[src/rtl/led_pattern_stepper.sv]
// led_pattern_stepper: steps a one-hot LED pattern (chase or bounce) on rising edges of a slow tick,
// with single-cycle step/wrap strobes aligned to each LED update.
module led_pattern_stepper #(
    parameter int NUM_LEDS       = 4,
    parameter int EDGES_PER_STEP = 1
) (
    input  logic                clk,
    input  logic                rst,
    input  logic                tick_in,
    input  logic                en,
    input  logic                mode,
    output logic [NUM_LEDS-1:0] leds,
    output logic                step,
    output logic                wrap
);
    localparam int PW = $clog2(NUM_LEDS);
    localparam int CW = $clog2(EDGES_PER_STEP + 1);
    localparam logic [PW-1:0] LAST = PW'(NUM_LEDS - 1);
    localparam logic [CW-1:0] CMAX = CW'(EDGES_PER_STEP - 1);

    typedef enum logic [1:0] {S_IDLE, S_CHASE, S_BOUNCE} state_t;

    state_t                state_q, state_d;
    logic [PW-1:0]         pos_q, pos_d, pos_inc;
    logic                  dir_q, dir_d;
    logic [CW-1:0]         cnt_q, cnt_d;
    logic [NUM_LEDS-1:0]   leds_q, leds_d;
    logic                  tick_q, step_q, wrap_q, wrap_d;
    logic                  qual_edge, do_step, up;

    assign qual_edge = tick_in & ~tick_q & en;
    assign do_step   = qual_edge && (cnt_q == CMAX);
    assign pos_inc   = pos_q + 1'b1;
    // dir_q is only meaningful inside bounce; arriving from chase always starts upward
    assign up        = (state_q != S_BOUNCE) || !dir_q;

    always_comb begin
        state_d = state_q;
        pos_d   = pos_q;
        dir_d   = dir_q;
        wrap_d  = 1'b0;
        cnt_d   = qual_edge ? (do_step ? '0 : cnt_q + 1'b1) : cnt_q;
        if (do_step) begin
            if (state_q == S_IDLE) begin
                state_d = mode ? S_BOUNCE : S_CHASE;
                pos_d   = '0;
                dir_d   = 1'b0;
            end else if (!mode) begin
                state_d = S_CHASE;
                pos_d   = (pos_q == LAST) ? '0 : pos_inc;
                wrap_d  = (pos_q == LAST);
            end else if (up) begin
                state_d = S_BOUNCE;
                pos_d   = (pos_q == LAST) ? LAST - 1'b1 : pos_inc;
                dir_d   = (pos_q == LAST) || (pos_inc == LAST);
                wrap_d  = (pos_q != LAST) && (pos_inc == LAST);
            end else begin
                state_d = S_BOUNCE;
                pos_d   = (pos_q == '0) ? pos_inc : pos_q - 1'b1;
                dir_d   = (pos_q > PW'(1));
                wrap_d  = (pos_q == PW'(1));
            end
        end
        leds_d = (state_d == S_IDLE) ? '0 : {{(NUM_LEDS-1){1'b0}}, 1'b1} << pos_d;
    end

    always_ff @(posedge clk) begin
        if (rst) begin
            state_q <= S_IDLE;
            pos_q   <= '0;
            dir_q   <= 1'b0;
            cnt_q   <= '0;
            leds_q  <= '0;
            tick_q  <= 1'b1;
            step_q  <= 1'b0;
            wrap_q  <= 1'b0;
        end else begin
            state_q <= state_d;
            pos_q   <= pos_d;
            dir_q   <= dir_d;
            cnt_q   <= cnt_d;
            leds_q  <= leds_d;
            tick_q  <= tick_in;
            step_q  <= do_step;
            wrap_q  <= wrap_d;
        end
    end

    assign leds = leds_q;
    assign step = step_q;
    assign wrap = wrap_q;
endmodule

[config.mk]
export PLATFORM = sky130hd
export DESIGN_NAME = led_pattern_stepper
export DESIGN_NICKNAME = d
export VERILOG_FILES = /design/src/rtl/led_pattern_stepper.sv
export SDC_FILE = /design/constraint.sdc
export NUM_CORES = 1
export LEC_CHECK = 0
export CORE_ASPECT_RATIO = 1.75
export CORE_MARGIN = 3
export CORE_UTILIZATION = 30
export DETAILED_ROUTE_END_ITERATION = 12
export GPL_TIMING_DRIVEN = 0
export HOLD_SLACK_MARGIN = 0.12
export PLACE_DENSITY_LB_ADDON = 0.05
export REMOVE_ABC_BUFFERS = 1
export SYNTH_ARGS = -nofsm -noshare
export SYNTH_HDL_FRONTEND = slang
export SYNTH_SLANG_ARGS = --single-unit
[constraint.sdc]
create_clock -name clk -period 4.6 [get_ports clk]
set_input_delay 0.92 -clock clk [delete_from_list [all_inputs] [get_ports clk]]
set_output_delay 0.92 -clock clk [all_outputs]
set_load 0.01 [all_outputs]
==> flow_metrics.py, run 1 <==
metrics = {
    "global_routing": {
        "grt_start_max_net_pins": 15,
        "grt.total_usage": 0.1160,
        "use_met2": 0.1873,
        "grt_pass1_vias": 543,
        "grt-busiest-layer": "met2",
        "met3_usage": 0.01546,
        "grt_pass1_wl_um": 2642,
        "met1_usage": 0.1342,
        "grt-ovfl-total": 0,
        "antenna_found_initial": 0,
    },
    "timing": {
        "finalSetupViolations": 0,
        "slew_headroom": 0.5235,
        "min_period_ns": 2.185,
        "hold_viol": 0,
        "worst_pin_slew_ns": 0.7122,
        "slew_violations": 0,
        "tns_ns": 0,
        "fin_worst_skew_ns": 0.001787,
        "max_freq_ghz": 0.4578,
        "rsz0062_at_grt": "false",
        "period_share": 0.4749,
        "hold-worst-slack_ns": 0.5248,
    },
    "placement": {
        "place_area_um2": 809.5,
        "dp_hpwl_um": 1121,
        "io_buffers": 10,
        "place.gp.congestion": 0.7587,
    },
    "final_layout": {
        "antennaDiodeCount": 0,
        "fillers": 242,
        "syn_to_final_growth_pct": 18.65,
        "drive_gt1_frac": 0.1235,
        "fin_area_um2": 835.8,
        "final_common_cell": "dfxtp_1",
        "seq_area_um2": 260.3,
        "num-nets-final": 91,
        "multi_input_comb_area_um2": 407.9,
        "layout_common_cells": "13 x dfxtp_1, 10 x clkdlybuf4s50_1, 7 x nand2_1",
    },
    "yosys": {
        "syn_area_per_cell_um2": 9.784,
        "synth_cell_types": 31,
        "ys_seq_area_frac": 0.3694,
        "netlist_instances": 72,
        "synth_xor_area_frac": 0,
        "synth-async-reset-ratio": 0,
        "synthAdderAreaFrac": 0.07105,
        "synth_seq_cells": 13,
        "yosysWarningCount": 0,
        "ys.flop_type": "dfxtp_1",
        "synth_compound_area_frac": 0.2078,
        "yosys.area_share.simple": 0.2718,
        "synth_top_family_by_area": "simple AND/OR/NAND/NOR gates",
        "syn_area_um2": 704.4,
        "muxShareOfSynthArea": 0.02842,
        "synth_edf_count": 0,
    },
    "floorplan": {
        "ioPinCount": 11,
        "core_mm2": 0.002175,
        "die_area_mm2": 0.002989,
        "initial_core_util": 0.3239,
        "die_w_um": 42.63,
        "die_h_um": 70.11,
        "row_count": 22,
    },
    "routing": {
        "ant_nets": 0,
        "drc_errors": 0,
        "vias": 568,
        "routed_via_density": 5.410,
        "drt_iter0_drc": 13,
        "firstDrtPassIters": 4,
        "wl_per_cell_um": 14.49,
        "finalWirelength_um": 1521,
    },
    "clock_network": {
        "ctsLongestPathBuffers": 2,
        "cts.sinks": 13,
        "path_clk_slew_ns": 0.09,
        "postCtsSetupBuffers": 0,
        "insertion_delay_ns": 0.28,
        "numCtsBuffers": 3,
        "htreeDepth": 1,
        "cts_root_buf": "clkbuf_4",
        "cts_tree": "done",
        "cts_resized": 0,
        "ctsHoldBuffers": 0,
    },
    "setup_path": {
        "start_kind": "input port",
        "end_kind": "flip-flop",
        "crit_fanout": 6,
        "worstSetupPathType": "in2reg",
        "worstPathArrival_ns": 2.39,
        "crit_required_ns": 4.80,
    },
    "power": {
        "leakagePower_uw": 0.0003005,
        "ir_drop_mv": 0.09206,
        "power.density_mw_per_mm2": 253.2,
    },
    "run": {
        "drv_cap": 0,
    },
    "outcome": {
        "outcome": "complete, no violations",
    },
    "hold_path": {
        "hp-class": "reg2reg",
    },
}
final timing paths:
check	slack (ns)	from	end	cells after the start
max reg2reg	2.82	pos_q[0]	leds[1]	5
max	2.42	tick_in	leds[0]	4
min reg2reg	0.52	state_q[1]	state_q[1]	2
min	0.52	state_q[1]	state_q[1]	2
critical path, stage by stage:
cell,delay (ns)
clkdlybuf4s50_1,0.56
nor4bb_4,0.47
o21ai_0,0.19
a221oi_2,0.25
per-stage QoR:
| stage | setup WS, ns | instances | util | total power, uW |
|---|---|---|---|---|
| finish | 2.415 | 105 | 0.3844 | 211.7 |
| global route | 2.272 | 105 | 0.3844 | 222.2 |
| CTS | 2.391 | 105 | 0.3844 | 214.8 |
| detailed placement | 2.091 | 101 | 0.3723 | 138.7 |
| global placement | 2.120 | 101 | 0.3723 | 138.5 |
| floorplan | 2.742 | 67 | - | 128.1 |
synth_stat cells (2+ instances only):
cell type / number / area, um2
dfxtp_1: 13 / 260.3
buf_2: 2 / 10.01
o21ai_0: 3 / 15.01
nor4_1: 2 / 12.51
or3_1: 2 / 12.51
o211a_1: 2 / 20.02
ha_1: 4 / 50.05
nand2_1: 7 / 26.28
clkbuf_1: 2 / 7.510
nor2b_1: 2 / 12.51
a21oi_1: 2 / 10.01
nor3_1: 3 / 15.01
nor2_1: 4 / 15.01
mux2i_1: 2 / 20.02
o21bai_1: 2 / 15.01
a32o_1: 2 / 20.02
o2bb2ai_1: 2 / 17.52
inv_1: 3 / 11.26
layout make-up:
cell class,instances,share of cell area
Timing Repair Buffer,10,0.1198
Multi-Input combinational cell,51,0.4880
Inverter,3,0.01347
Sequential cell,13,0.3114
Clock buffer,4,0.03144
Tap cell,24,0.03593
registers in the layout, summed over array words and instances (netlist names):
signal,cells
cnt_q,1
dir_q,1
tick_q,1
step,1
pos_q,2
state_q,2
wrap,1
leds,4
layer usage:
layer  wire (um)  vias up
met5           0        -
met2         800       13
li1            -      284
met3          49        5
met1         622      266
met4          48        0
logic make-up after synthesis:
kind of cell             count (synthesis)
flip-flops                              13
buffers and inverters                    8
AO/OA/AOI/OAI                           18
AND/OR/NAND/NOR                         27
multiplexers                             2
adder cells (fa/ha/maj)                  4
power breakdown:
| part | internal [uW] | switching (uW) |
|---|---|---|
| combinational | 9.76 | 10.5 |
| sequential | 114 | 1.53 |
| clock | 33.7 | 42.1 |
Note: power is estimated with default switching activity, not from simulation.
==> inputs of run 2 (changes only) <==
==> constraint.sdc (replaced) <==
create_clock -name clk -period 1.9 [get_ports clk]
set_input_delay 0.38 -clock clk [delete_from_list [all_inputs] [get_ports clk]]
set_output_delay 0.38 -clock clk [all_outputs]
set_load 0.01 [all_outputs]
==> results of run 2 <==
The final DEF is identical to that of run 1. Status: complete, no violations.
Among the figures that moved: setup slack after placement 2.091 ns -> -0.06852 ns; setup slack after layout 2.415 ns -> 0.1152 ns; start point of the critical path tick_in -> pos_q[0]; end point of the critical path leds[0] -> leds[1]; register-to-register setup slack 2.82 ns -> 0.12 ns; total power 211.7 uW -> 512.4 uW; worst IR drop on VDD 0.09206 mV -> 0.2229 mV
